File: src/rtl/phys_reg_free_list_if.sv
// Purpose: handshake bundle between rename/commit and the physical register
//          free list.
// Signals:
//   alloc_req     rename -> list   request one free tag this cycle
//   alloc_valid   list -> rename   a free tag is offered on alloc_tag
//   alloc_tag     list -> rename   offered tag
//   release_valid commit -> list   a tag is returned this cycle
//   release_tag   commit -> list   returned tag
//   free_count    list -> any      number of tags held in the list
//   err           list -> any      sticky protocol-error flag
// Modports: master (rename/commit side), slave (free list).
interface phys_reg_free_list_if #(
  parameter int TAG_W = 6
);
  logic             alloc_req;
  logic             alloc_valid;
  logic [TAG_W-1:0] alloc_tag;
  logic             release_valid;
  logic [TAG_W-1:0] release_tag;
  logic [TAG_W-1:0] free_count;
  logic             err;

  modport master (
    output alloc_req, release_valid, release_tag,
    input  alloc_valid, alloc_tag, free_count, err
  );

  modport slave (
    input  alloc_req, release_valid, release_tag,
    output alloc_valid, alloc_tag, free_count, err
  );
endinterface

File: src/rtl/phys_reg_free_list.sv
// Purpose: circular FIFO free list of physical register tags. Rename pops one
//          tag per cycle from the head, commit pushes superseded tags at the
//          tail. An in_list vector rejects double releases; a push into a full
//          list without a same-cycle pop is an overflow. Both raise a sticky err.
// Ports:
//   clk  clock
//   rst  asynchronous, active-high reset
//   fl   phys_reg_free_list_if.slave (alloc/release handshake, free_count, err)
// Optional feature: define FREE_LIST_BYPASS_EN to hand a released tag straight
//          to a requesting allocator when the list is empty.
module phys_reg_free_list #(
  parameter int PHYS_REGS = 64,
  parameter int ARCH_REGS = 32,
  parameter int TAG_W     = 6
) (
  input logic                 clk,
  input logic                 rst,
  phys_reg_free_list_if.slave fl
);
  localparam int DEPTH = PHYS_REGS - ARCH_REGS;
  localparam int PTR_W = $clog2(DEPTH);
  localparam int CNT_W = $clog2(DEPTH + 1);

  logic [TAG_W-1:0]     mem [DEPTH];
  logic [PTR_W-1:0]     head;
  logic [PTR_W-1:0]     tail;
  logic [CNT_W-1:0]     count;
  logic [PHYS_REGS-1:0] in_list;
  logic                 err_q;

  logic empty;
  logic full;
  logic rel_fresh;
  logic pop;
  logic push;
  logic bypass_take;
  logic reject;

  function automatic logic [PTR_W-1:0] ptr_inc(input logic [PTR_W-1:0] p);
    return (p == PTR_W'(DEPTH - 1)) ? '0 : p + PTR_W'(1);
  endfunction

  assign empty     = (count == '0);
  assign full      = (count == CNT_W'(DEPTH));
  // A tag may only come back if it is not already sitting in the list.
  assign rel_fresh = fl.release_valid && !in_list[fl.release_tag];
  assign pop       = fl.alloc_req && !empty;

`ifdef FREE_LIST_BYPASS_EN
  logic bypass;
  // Empty list plus a legal release: offer the released tag directly.
  assign bypass         = empty && rel_fresh;
  assign bypass_take    = bypass && fl.alloc_req;
  assign fl.alloc_valid = !empty || bypass;
  assign fl.alloc_tag   = bypass ? fl.release_tag : mem[head];
`else
  assign bypass_take    = 1'b0;
  assign fl.alloc_valid = !empty;
  assign fl.alloc_tag   = mem[head];
`endif

  // A full list still accepts a release when a pop frees a slot this cycle.
  assign push   = rel_fresh && !bypass_take && (!full || pop);
  assign reject = fl.release_valid && !push && !bypass_take;

  assign fl.free_count = TAG_W'(count);
  assign fl.err        = err_q;

  always_ff @(posedge clk or posedge rst) begin
    if (rst) begin
      for (int i = 0; i < DEPTH; i++) begin
        mem[i] <= TAG_W'(ARCH_REGS + i);
      end
      for (int t = 0; t < PHYS_REGS; t++) begin
        in_list[t] <= (t >= ARCH_REGS);
      end
      head  <= '0;
      tail  <= '0;
      count <= CNT_W'(DEPTH);
      err_q <= 1'b0;
    end else begin
      if (pop) begin
        head              <= ptr_inc(head);
        in_list[mem[head]] <= 1'b0;
      end
      if (push) begin
        mem[tail]                <= fl.release_tag;
        tail                     <= ptr_inc(tail);
        in_list[fl.release_tag] <= 1'b1;
      end
      if (push && !pop) begin
        count <= count + CNT_W'(1);
      end else if (pop && !push) begin
        count <= count - CNT_W'(1);
      end
      if (reject) begin
        err_q <= 1'b1;
      end
    end
  end
endmodule

File: src/flat_wrapper.sv
// flat-port wrapper written by rule: the top's interface ports become plain ports
module phys_reg_free_list_flat 
#(
  parameter int PHYS_REGS = 64,
  parameter int ARCH_REGS = 32,
  parameter int TAG_W     = 6
)
  (clk, rst, fl_alloc_req, fl_release_valid, fl_release_tag, fl_alloc_valid, fl_alloc_tag, fl_free_count, fl_err);
  phys_reg_free_list_if #(.TAG_W(TAG_W)) fl_i ();
  input logic clk;
  input logic rst;
  input wire logic [$bits(fl_i.alloc_req)-1:0] fl_alloc_req;
  input wire logic [$bits(fl_i.release_valid)-1:0] fl_release_valid;
  input wire logic [$bits(fl_i.release_tag)-1:0] fl_release_tag;
  output wire logic [$bits(fl_i.alloc_valid)-1:0] fl_alloc_valid;
  output wire logic [$bits(fl_i.alloc_tag)-1:0] fl_alloc_tag;
  output wire logic [$bits(fl_i.free_count)-1:0] fl_free_count;
  output wire logic [$bits(fl_i.err)-1:0] fl_err;
  assign fl_i.alloc_req = fl_alloc_req;
  assign fl_i.release_valid = fl_release_valid;
  assign fl_i.release_tag = fl_release_tag;
  assign fl_alloc_valid = fl_i.alloc_valid;
  assign fl_alloc_tag = fl_i.alloc_tag;
  assign fl_free_count = fl_i.free_count;
  assign fl_err = fl_i.err;
  phys_reg_free_list #(.PHYS_REGS(PHYS_REGS), .ARCH_REGS(ARCH_REGS), .TAG_W(TAG_W)) u_core (.clk(clk), .rst(rst), .fl(fl_i));
endmodule
File: config.mk
export PLATFORM = sky130hd
export DESIGN_NAME = phys_reg_free_list_flat
export DESIGN_NICKNAME = d
export VERILOG_FILES = /design/src/rtl/phys_reg_free_list_if.sv /design/src/rtl/phys_reg_free_list.sv /design/src/flat_wrapper.sv
export SDC_FILE = /design/constraint.sdc
export NUM_CORES = 1
export LEC_CHECK = 0
export ABC_AREA = 0
export CORE_MARGIN = 1
export CORE_UTILIZATION = 65
export CTS_BUF_LIST = sky130_fd_sc_hd__clkbuf_8
export DETAILED_ROUTE_END_ITERATION = 16
export GPL_ROUTABILITY_DRIVEN = 0
export HOLD_SLACK_MARGIN = 0.08
export PLACE_DENSITY = 0.83
export SYNTH_ARGS = -nofsm -noshare
export SYNTH_HDL_FRONTEND = slang
export SYNTH_SLANG_ARGS = --single-unit
File: constraint.sdc
create_clock -name clk -period 10.5 [get_ports clk]
set_input_delay 2.1 -clock clk [delete_from_list [all_inputs] [get_ports clk]]
set_output_delay 2.1 -clock clk [all_outputs]
set_load 0.02 [all_outputs]
==> results.sh, run 1 <==
export IMPL_status="complete, no violations"
export IMPL_inst_count_dp=1260
export IMPL_clock_sinks=273
export IMPL_p_sw_mw=1.490
export IMPL_crit_arrival_ns=4.20
export IMPL_area_growth_synth_to_final_pct=9.299
export IMPL_worst_endpoint_required_ns=8.40
export IMPL_first_global_vias=9156
export IMPL_floorplan_die_width_um=145.7
export IMPL_num_antenna_cells=0
export IMPL_net_sw_frac=0.3487
export IMPL_synth_warnings=0
export IMPL_timing_final_max_slew_violations=0
export IMPL_p_leak_nw=6.156
export IMPL_startpoint_type="register"
export IMPL_final_design_area_no_fill_sq_um=14660
export IMPL_ant_nets=0
export IMPL_vdd_ir_drop_max_mv=0.1265
export IMPL_post_synth_inst_count=1028
export IMPL_tritoncts_clock_tree="yes"
export IMPL_via_count=8985
export IMPL_finalSetupViolCount=0
export IMPL_routed_via_density=6.690
export IMPL_startpoint_to_endpoint_class_of_the_critical_path="reg2out"
export IMPL_netlist_cell_type_count=67
export IMPL_avgSynthCellArea_sq_um=13.05
export IMPL_worstSkewPairLatency_ns=0.57
export IMPL_p_per_area_nw_per_um2=291.4
export IMPL_cts_buffers=45
export IMPL_drive_gt1_frac=0.4660
export IMPL_final_clock_skew_ns=0.02784
export IMPL_timing_critical_path_fanout_max=47
export IMPL_synthesized_net_count=1052
export IMPL_max_clock_freq_ghz=0.1587
export IMPL_global_route_usage_total=0.3010
export IMPL_placed_area_sq_um=13760
export IMPL_synthFlopType="sky130_fd_sc_hd__dfstp_2"
export IMPL_core_region_area_sq_um=20230
export IMPL_place_port_buffers=23
export IMPL_p_int_mw=2.783
export IMPL_overflow=0
export IMPL_slew_limit_headroom=0.2635
export IMPL_drt_pass1_iter_count=6
export IMPL_fillCellCount=1336
export IMPL_grt_antenna_before_repair=0
export IMPL_final_setup_tns_ns=0
export IMPL_synth_area_sq_um=13420
export IMPL_worstSetupEndpointType="primary output"
export IMPL_final_nets=1061
export IMPL_p_clk_frac=0.213
export IMPL_ctsHtreeMaxLevel=2
export IMPL_async_flop_share=1.000
export IMPL_totalWireLength_um=30580
export IMPL_power_share_combinational=0.366
export IMPL_final_period_minus_worst_setup_slack_ns=6.300
export IMPL_yosys_area_top_type_share=0.2840
export IMPL_initial_core_util=0.6630
export IMPL_clk_path_buf_depth=3
export IMPL_power_frac_seq=0.421
export IMPL_clk_pin_slew_worst_setup_hold_paths_ns=0.06
export IMPL_cts_setup_buffers=0
export IMPL_grt_setup_unrepaired="no"
export IMPL_ioPinCount=24
export IMPL_synth_top_area_cell="sky130_fd_sc_hd__dfstp_2"
export IMPL_cts_resized_gates=0
export IMPL_fin_crit_sh=0.6000
export IMPL_max_cap_viol_count=0
export IMPL_grt_start_max_net_pins=184
export IMPL_drt_initial_drc_count=847
export IMPL_place_hpwl_um=18790
export IMPL_wirelength_per_cell_um=22.77
export IMPL_worstMarginPinSlew_ns=1.105
export IMPL_synth_seq_cells=273
export IMPL_drc=0
export IMPL_fp_row_count=52
export IMPL_root_buffer="sky130_fd_sc_hd__clkbuf_8"
export IMPL_cts_hold_buf=0
export IMPL_final_core_utilization=0.7246
export IMPL_die_h_um=145.7
export IMPL_post_synth_edffs=0
export IMPL_sequential_area_share_after_synthesis=0.5228
export IMPL_synth_area_top_cells="sky130_fd_sc_hd__dfstp_2, sky130_fd_sc_hd__dfrtp_1, sky130_fd_sc_hd__mux2_2"
export IMPL_min_path_type="reg2reg"
export IMPL_stdcell_count=1343
export IMPL_hold_violations=0
export IMPL_floorplan_die_area_sq_um=21220
export IMPL_grt_pass1_wl_um=49820
export IMPL_worst_r2r_setup_slack_ns=6.28
[kinds of logic (layout without fill, tap and decap cells)]
family | Yosys count | count (layout) | synth area share
xor+xnor | 6 | 6 | 0.003918
simple gates | 170 | 170 | 0.07116
fa+ha+maj | 14 | 14 | 0.01362
buf+inv | 88 | 133 | 0.02957
flops | 273 | 273 | 0.5228
mux | 281 | 281 | 0.2708
compound gates | 196 | 196 | 0.08814
[cell usage in the layout, fill, tap and decap left out, types with 18 or more instances in the layout]
master	n
sky130_fd_sc_hd__clkbuf_8	57
sky130_fd_sc_hd__o31ai_1	18
sky130_fd_sc_hd__o21ai_0	122
sky130_fd_sc_hd__mux2_2	206
sky130_fd_sc_hd__nand2_1	28
sky130_fd_sc_hd__clkdlybuf4s50_1	20
sky130_fd_sc_hd__mux2i_1	30
sky130_fd_sc_hd__nand4_1	35
sky130_fd_sc_hd__dfstp_2	145
sky130_fd_sc_hd__dfrtp_1	126
sky130_fd_sc_hd__inv_1	26
sky130_fd_sc_hd__mux4_2	45
sky130_fd_sc_hd__nand3_1	26
sky130_fd_sc_hd__nor2_1	24
[per-layer routing]
metal / vias to the layer above / routed length [um] / part of all wire / GRT usage
met3: 80 / 2497 / 0.082 / 0.06207
met4: 0 / 850 / 0.028 / 0.1168
met1: 4586 / 12640 / 0.41 / 0.4185
met2: 421 / 14590 / 0.48 / 0.4703
met5: - / 0 / 0 / 0
li1: 3898 / - / - / -
[power groups by stage]
stage                     Clock [mW]  Sequential (mW)  Combinational [mW]
after floorplan                    0             1.73                1.16
after global routing           0.974             1.84                1.68
after CTS                      0.924             1.79                1.54
after detailed placement           0             1.81                1.54
after global placement             0             1.79                1.49
final                          0.910             1.80                1.56
[worst max-delay path, cell delays in order (launching register included)]
cell                              delay, ns
sky130_fd_sc_hd__dfrtp_2               0.34
sky130_fd_sc_hd__buf_4                 0.61
sky130_fd_sc_hd__mux4_2                0.62
sky130_fd_sc_hd__mux2i_1               0.22
sky130_fd_sc_hd__nor2_1                0.10
sky130_fd_sc_hd__o41ai_1               0.80
sky130_fd_sc_hd__inv_1                 0.30
sky130_fd_sc_hd__clkdlybuf4s50_1       0.62
[sequential cells by signal (all words and copies together), names as in the netlist]
name / cells
u_core.fl.err: 1
u_core.fl.free_count: 6
u_core.head: 5
u_core.in_list: 64
u_core.mem: 192
u_core.tail: 5
[cell type report]
type                    instances  area, sq um  area share
clock buffers                  57        784.5     0.05350
flip-flops and latches        273         7015      0.4785
multi-input cells             667         6021      0.4106
inverters                      13        56.30    0.003840
well taps                     270        337.8     0.02304
repair buffers                 37        332.8     0.02270
clock inverters                26        115.1    0.007850
[final timing paths]
kind / startpoint / to / cells after the start
worst max-delay path: u_core.head[1]$_DFFE_PP0N_ / fl_alloc_tag[1] / 7
worst min-delay path: u_core.fl.err$_DFFE_PP0P_ / u_core.fl.err$_DFFE_PP0P_ / 1
worst max register to register: u_core.in_list[31]$_DFF_PP0_ / u_core.fl.free_count[5]$_DFFE_PP1P_ / 17
worst min register to register: u_core.fl.err$_DFFE_PP0P_ / u_core.fl.err$_DFFE_PP0P_ / 1
max in group asynchronous: rst / u_core.in_list[21]$_DFF_PP0_ / 3
min in group asynchronous: rst / u_core.mem[87]$_DFFE_PP0P_ / 2
[through the flow]
| step | power [mW] | setup WS, ns | hold WS (ns) |
|---|---|---|---|
| 2_1_floorplan | 2.891 | 1.116 | 0.4660 |
| 3_3_place_gp | 3.274 | 4.045 | 0.4562 |
| 3_5_place_dp | 3.346 | 3.866 | 0.4647 |
| 4_1_cts | 4.262 | 4.220 | 0.4782 |
| 5_1_grt | 4.495 | 3.933 | 0.4965 |
| 6_report | 4.273 | 4.200 | 0.4720 |
[synth_stat cells, types with 5 or more instances]
cell	number
sky130_fd_sc_hd__clkbuf_1	42
sky130_fd_sc_hd__and3_1	8
sky130_fd_sc_hd__dfstp_2	145
sky130_fd_sc_hd__o211ai_1	6
sky130_fd_sc_hd__nand3b_1	5
sky130_fd_sc_hd__buf_1	5
sky130_fd_sc_hd__o21ai_0	122
sky130_fd_sc_hd__buf_2	17
sky130_fd_sc_hd__nor2b_1	7
sky130_fd_sc_hd__mux4_2	45
sky130_fd_sc_hd__nand2_1	28
sky130_fd_sc_hd__nand4_1	35
sky130_fd_sc_hd__dfrtp_1	128
sky130_fd_sc_hd__mux2_2	206
sky130_fd_sc_hd__mux2i_1	30
sky130_fd_sc_hd__nor3b_1	5
sky130_fd_sc_hd__a21oi_1	10
sky130_fd_sc_hd__nor3_1	5
sky130_fd_sc_hd__a221oi_1	5
sky130_fd_sc_hd__ha_1	13
sky130_fd_sc_hd__inv_1	13
sky130_fd_sc_hd__or3b_2	5
sky130_fd_sc_hd__nor2_1	24
sky130_fd_sc_hd__buf_4	5
sky130_fd_sc_hd__o31ai_1	18
sky130_fd_sc_hd__nand3_1	26
Note: power is estimated with default switching activity, not from simulation.
==> run 2, diff against run 1 <==
CORE_UTILIZATION = 59   (was 65)
PLACE_DENSITY = 0.79   (was 0.83)
clock period = 5.4 ns   (was 10.5 ns; I/O delays follow)
==> run 2 against run 1 <==
Clock skew is 0.016 ns higher. Sequential power is 98% higher. Sequential share of layout area shrank 0.26 points. Non-clock buffer count up 8. Hold slack gained 0.0079 ns. Via count grew 0.52%. Die area rose by 10%. Core utilization down 5.5 points. Clock-buffer cell count down 2. Highest routed layer unchanged.
==> results.sh, run 2 (synthesis results as in run 1) <==
export IMPL_status="complete, no violations"
export IMPL_hold_violations=0
export IMPL_ant_nets=0
export IMPL_cts_buffers=45
export IMPL_cts_hold_buf=0
export IMPL_fin_ws_ns=0.4689
export IMPL_drt_pass1_iter_count=8
export IMPL_fin_crit_sh=0.9132
export IMPL_pre_cts_ws_ns=0.4844
export IMPL_grt_pass1_wl_um=51950
export IMPL_grt_antenna_before_repair=0
export IMPL_timing_critical_path_fanout_max=9
export IMPL_clk_path_buf_depth=3
export IMPL_tritoncts_clock_tree="yes"
export IMPL_final_cell_mix="sky130_fd_sc_hd__mux2_2, sky130_fd_sc_hd__dfstp_2, sky130_fd_sc_hd__dfrtp_1, sky130_fd_sc_hd__o21ai_0, sky130_fd_sc_hd__clkbuf_8"
export IMPL_regMostFlops="u_core.mem"
export IMPL_cts_resized_gates=0
export IMPL_overflow=0
export IMPL_via_count=9032
export IMPL_place_hpwl_um=20290
export IMPL_final_period_minus_worst_setup_slack_ns=4.931
export IMPL_hold_slack_ns=0.4799
export IMPL_floorplan_die_area_sq_um=23340
export IMPL_final_design_area_no_fill_sq_um=14740
export IMPL_met2_usage=0.4338
export IMPL_grt_setup_unrepaired="no"
export IMPL_vdd_ir_drop_max_mv=0.2707
export IMPL_worst_endpoint_required_ns=4.32
export IMPL_startpoint_type="register"
export IMPL_drc=0
export IMPL_startpoint_to_endpoint_class_of_the_critical_path="reg2out"
export IMPL_ioPinCount=24
export IMPL_max_clock_freq_ghz=0.2028
export IMPL_cts_setup_buffers=0
export IMPL_final_nets=1069
export IMPL_totalWireLength_um=31890
export IMPL_floorplan_die_width_um=152.8
export IMPL_clk_pin_slew_worst_setup_hold_paths_ns=0.06
export IMPL_grt_start_max_net_pins=144
export IMPL_max_cap_viol_count=0
export IMPL_worstMarginPinSlew_ns=0.8506
export IMPL_largest_register_ffs=192
export IMPL_root_buffer="sky130_fd_sc_hd__clkbuf_8"
export IMPL_use_met3=0.04494
export IMPL_crit_arrival_ns=3.85
export IMPL_slew_limit_headroom=0.4329
export IMPL_final_power_mw=8.344
export IMPL_placed_area_sq_um=13870
export IMPL_area_growth_synth_to_final_pct=9.886
export IMPL_fp_row_count=54
export IMPL_die_h_um=152.8
export IMPL_global_route_usage_total=0.2833
export IMPL_first_global_vias=9269
export IMPL_timing_final_max_slew_violations=0
export IMPL_worstSkewPairLatency_ns=0.57
export IMPL_min_path_type="reg2reg"
export IMPL_mostFrequentLayoutCell="sky130_fd_sc_hd__mux2_2"
export IMPL_p_per_area_nw_per_um2=566.0
export IMPL_fillCellCount=1552
export IMPL_worstSetupEndpointType="primary output"
export IMPL_ctsHtreeMaxLevel=2
export IMPL_final_setup_tns_ns=0
export IMPL_clock_sinks=273
export IMPL_num_antenna_cells=0
export IMPL_final_clock_skew_ns=0.04375
export IMPL_place_port_buffers=23
export IMPL_finalSetupViolCount=0
export IMPL_routed_via_density=6.636
export IMPL_wirelength_per_cell_um=23.43
export IMPL_core_region_area_sq_um=22030
export IMPL_initial_core_util=0.6091
export IMPL_drt_initial_drc_count=902
export IMPL_drive_gt1_frac=0.4625
export IMPL_global_route_usage_met1=0.4137
export IMPL_grt_busiest_layer="met2"
export IMPL_p_leak_nw=6.207
==> run 2: layout make-up <==
class | instances | area, sq um | area share
flip-flops and latches | 273 | 7015 | 0.4759
clock buffers | 55 | 757.0 | 0.05135
clock inverters | 28 | 115.1 | 0.007809
inverters | 13 | 52.55 | 0.003565
multi-input cells | 667 | 6021 | 0.4084
repair buffers | 45 | 430.4 | 0.02920
well taps | 280 | 350.3 | 0.02377
==> run 2: critical path, stage by stage, from the launching register on <==
cell and delay (ns):
sky130_fd_sc_hd__dfrtp_2 0.58, sky130_fd_sc_hd__mux4_2 0.55, sky130_fd_sc_hd__mux2i_1 0.36, sky130_fd_sc_hd__nor2_1 0.11
sky130_fd_sc_hd__o41ai_1 0.80, sky130_fd_sc_hd__inv_1 0.29, sky130_fd_sc_hd__clkdlybuf4s50_1 0.62
==> run 2: final timing paths <==
check                                                    start                                   to  slack [ns]  cells past startpoint
setup / recovery                    u_core.head[1]$_DFFE_PP0N_                      fl_alloc_tag[1]        0.47                      6
hold / removal                       u_core.fl.err$_DFFE_PP0P_            u_core.fl.err$_DFFE_PP0P_        0.48                      1
setup reg to reg           u_core.fl.free_count[0]$_DFFE_PP0P_  u_core.fl.free_count[5]$_DFFE_PP1P_        1.54                     16
hold reg to reg                      u_core.fl.err$_DFFE_PP0P_            u_core.fl.err$_DFFE_PP0P_        0.48                      1
max in group asynchronous                                  rst          u_core.mem[126]$_DFFE_PP0P_        3.32                      3
min in group asynchronous                                  rst  u_core.fl.free_count[4]$_DFFE_PP0P_        0.91                      2
==> run 2: routing by layer <==
metal / routed length, um / vias to the layer above / share of wire
met4: 769 / 0 / 0.024
met1: 13980 / 4661 / 0.44
met3: 2321 / 69 / 0.073
met2: 14820 / 393 / 0.46
li1: - / 3909 / -
met5: 0 / - / 0
==> run 2: where the power goes <==
part	switching [mW]	total, mW	internal, mW	leakage [nW]
logic	1.60	3.04	1.44	2.50
registers	0.510	3.57	3.06	3.17
clock network	0.815	1.73	0.919	0.532
total	2.93	8.34	5.41	6.21
==> run 2: per-stage QoR <==
| step | util | cells |
|---|---|---|
| 3_5_place_dp | 0.6297 | 1278 |
| 3_3_place_gp | 0.6297 | 1278 |
| 6_report | 0.6693 | 1361 |
| 4_1_cts | 0.6693 | 1361 |
| 2_1_floorplan | - | 1028 |
| 5_1_grt | 0.6693 | 1361 |
==> run 3, diff against run 2 <==
GPL_TIMING_DRIVEN = 0   (was not set)
==> run 3 against run 2 <==
The flow now finishes with violations (DRC). Total power grew 2.8%. Clock power grew 5%. Core utilization grew 1.5 points. Hold slack lost 0.017 ns. Cell area grew 2.3%. Via count grew 4.1%. Highest routed layer unchanged. Critical endpoint is now fl_alloc_tag[2]. Register-to-register slack lost 0.28 ns. Combinational power grew 7.9%. First-iteration DRC count shrank 3.5%.
==> results.sh, run 3 (synthesis results as in run 1) <==
export IMPL_status="finished with violations"
export IMPL_violated_checks="DRC"
export IMPL_clock_sinks=273
export IMPL_clk_path_buf_depth=3
export IMPL_max_clock_freq_ghz=0.1884
export IMPL_initial_core_util=0.6091
export IMPL_startpoint_type="register"
export IMPL_worst_endpoint_required_ns=4.32
export IMPL_worstMarginPinSlew_ns=0.7834
export IMPL_cts_buffers=46
export IMPL_finalSetupViolCount=0
export IMPL_fp_row_count=54
export IMPL_route_top_layer_used="met4"
export IMPL_critPathLaunch="u_core.head[0]$_DFFE_PP0N_"
export IMPL_crit_arrival_ns=4.23
export IMPL_final_period_minus_worst_setup_slack_ns=5.307
export IMPL_final_nets=1128
export IMPL_multi_input_area_sq_um=6036
export IMPL_grt_setup_unrepaired="no"
export IMPL_route_met2_wl_um=16260
export IMPL_critical_path_reg2reg_startpoint="u_core.fl.free_count[0]$_DFFE_PP0P_"
export IMPL_ant_nets=0
export IMPL_drt_initial_drc_count=870
export IMPL_hold_slack_ns=0.4624
export IMPL_crit_path_top_delay_cell="sky130_fd_sc_hd__clkbuf_1"
export IMPL_startpoint_to_endpoint_class_of_the_critical_path="reg2out"
export IMPL_place_hpwl_um=23620
export IMPL_largest_register_ffs=192
export IMPL_core_region_area_sq_um=22030
export IMPL_cts_hold_buf=0
export IMPL_grt_start_max_net_pins=44
export IMPL_mostFrequentLayoutCell="sky130_fd_sc_hd__mux2_2"
export IMPL_cts_setup_buffers=0
export IMPL_final_cell_mix="sky130_fd_sc_hd__mux2_2, sky130_fd_sc_hd__dfstp_2, sky130_fd_sc_hd__dfrtp_1, sky130_fd_sc_hd__o21ai_0, sky130_fd_sc_hd__clkbuf_8"
export IMPL_timing_final_max_slew_violations=0
export IMPL_worst_r2r_setup_slack_ns=1.26
export IMPL_worstSetupEndpointType="primary output"
export IMPL_area_growth_synth_to_final_pct=12.41
export IMPL_final_clock_skew_ns=0.03641
export IMPL_r2r_worst_path_cells=16
export IMPL_slew_limit_headroom=0.4777
export IMPL_grt_pass1_wl_um=54690
export IMPL_totalWireLength_um=34710
export IMPL_max_cap_viol_count=0
export IMPL_hold_violations=0
export IMPL_floorplan_die_width_um=152.8
export IMPL_ioPinCount=24
export IMPL_ctsHtreeMaxLevel=2
export IMPL_dr_wl_met3_um=3369
export IMPL_p_leak_nw=6.358
export IMPL_via_count=9402
export IMPL_final_core_utilization=0.6847
export IMPL_worstSkewPairLatency_ns=0.57
export IMPL_first_global_vias=9672
export IMPL_clk_pin_slew_worst_setup_hold_paths_ns=0.07
export IMPL_root_buffer="sky130_fd_sc_hd__clkbuf_8"
export IMPL_tritoncts_clock_tree="yes"
export IMPL_fillCellCount=1555
export IMPL_place_port_buffers=21
export IMPL_worst_path_max_stage_delay_ns=0.65
export IMPL_detail_route_wirelength_met1_um=13810
export IMPL_num_antenna_cells=0
export IMPL_drc=1
export IMPL_grt_antenna_before_repair=0
export IMPL_die_h_um=152.8
export IMPL_routed_via_density=6.626
export IMPL_setup_worst_path_end="fl_alloc_tag[2]"
export IMPL_global_route_usage_total=0.3086
export IMPL_path_common_cell="sky130_fd_sc_hd__buf_4"
export IMPL_floorplan_die_area_sq_um=23340
export IMPL_r2r_end="u_core.fl.free_count[5]$_DFFE_PP1P_"
export IMPL_drive_gt1_frac=0.4539
export IMPL_final_seq_area_sq_um=7013
export IMPL_worstPathCellList="buf_4, buf_4, buf_2, clkbuf_1, mux2i_1, o211ai_1, o41ai_2, inv_1, clkdlybuf4s50_1"
export IMPL_min_path_type="reg2reg"
export IMPL_regMostFlops="u_core.mem"
export IMPL_fin_crit_sh=0.9829
export IMPL_p_per_area_nw_per_um2=568.7
export IMPL_overflow=0
export IMPL_drt_pass1_iter_count=14
export IMPL_wirelength_per_cell_um=24.46
export IMPL_final_power_mw=8.577
export IMPL_timing_critical_path_fanout_max=10
export IMPL_vdd_ir_drop_max_mv=0.2555
[run 3: critical path, delay by kind of cell, from the launching register on]
kind | cells | cell delay (ns)
buffers and inverters | 6 | 2.40
multiplexers | 1 | 0.30
flip-flops | 1 | 0.35
AO/OA/AOI/OAI | 2 | 0.63
[run 3: power breakdown]
part | switching, mW | internal [mW]
clock | 0.823 | 0.995
combinational | 1.81 | 1.48
sequential | 0.416 | 3.06
[run 3: metrics by stage]
stage,instance area [sq um],TNS (ns),worst slack (ns),std cells
floorplan,13420,0,0.8290,1028
global placement,13980,-137.60,-1.095,1329
detailed placement,14140,-0.9358,-0.5740,1337
CTS,15080,0,0.1238,1420
global route,15080,0,0.02283,1419
finish,15080,0,0.09253,1419
[run 3: worst min-delay path by stage]
| stage | depth (start not counted) | slack (ns) | from | endpoint |
|---|---|---|---|---|
| global placement | 1 | 0.45 | u_core.fl.err$_DFFE_PP0P_ | u_core.fl.err$_DFFE_PP0P_ |
| detailed placement | 1 | 0.45 | u_core.fl.err$_DFFE_PP0P_ | u_core.fl.err$_DFFE_PP0P_ |
| CTS | 1 | 0.46 | u_core.fl.err$_DFFE_PP0P_ | u_core.fl.err$_DFFE_PP0P_ |
| finish | 1 | 0.46 | u_core.fl.err$_DFFE_PP0P_ | u_core.fl.err$_DFFE_PP0P_ |
| floorplan | 2 | 0.47 | u_core.in_list[0]$_DFF_PP0_ | u_core.in_list[0]$_DFF_PP0_ |
| global route | 1 | 0.49 | u_core.fl.err$_DFFE_PP0P_ | u_core.fl.err$_DFFE_PP0P_ |
[run 3: metal layers]
layer / GRT usage / vias up
met2: 0.4875 / 478
li1: - / 4039
met1: 0.4132 / 4778
met5: 0 / -
met3: 0.07281 / 107
met4: 0.1279 / 0
[run 3: final cells by class]
| type | instances | area share |
|---|---|---|
| Timing Repair Buffer | 29 | 0.02423 |
| Sequential cell | 273 | 0.4650 |
| Multi-Input combinational cell | 667 | 0.4002 |
| Buffer | 74 | 0.02306 |
| Tap cell | 280 | 0.02323 |
| Clock buffer | 57 | 0.05202 |
| Inverter | 13 | 0.003485 |
| Clock inverter | 26 | 0.008712 |
[run 3: what timing repair did]
action / CTS / global route
endpoints found under the hold margin: 0 / 0
gates resized for setup: 4 / 5
setup endpoints to repair: 3 / 2
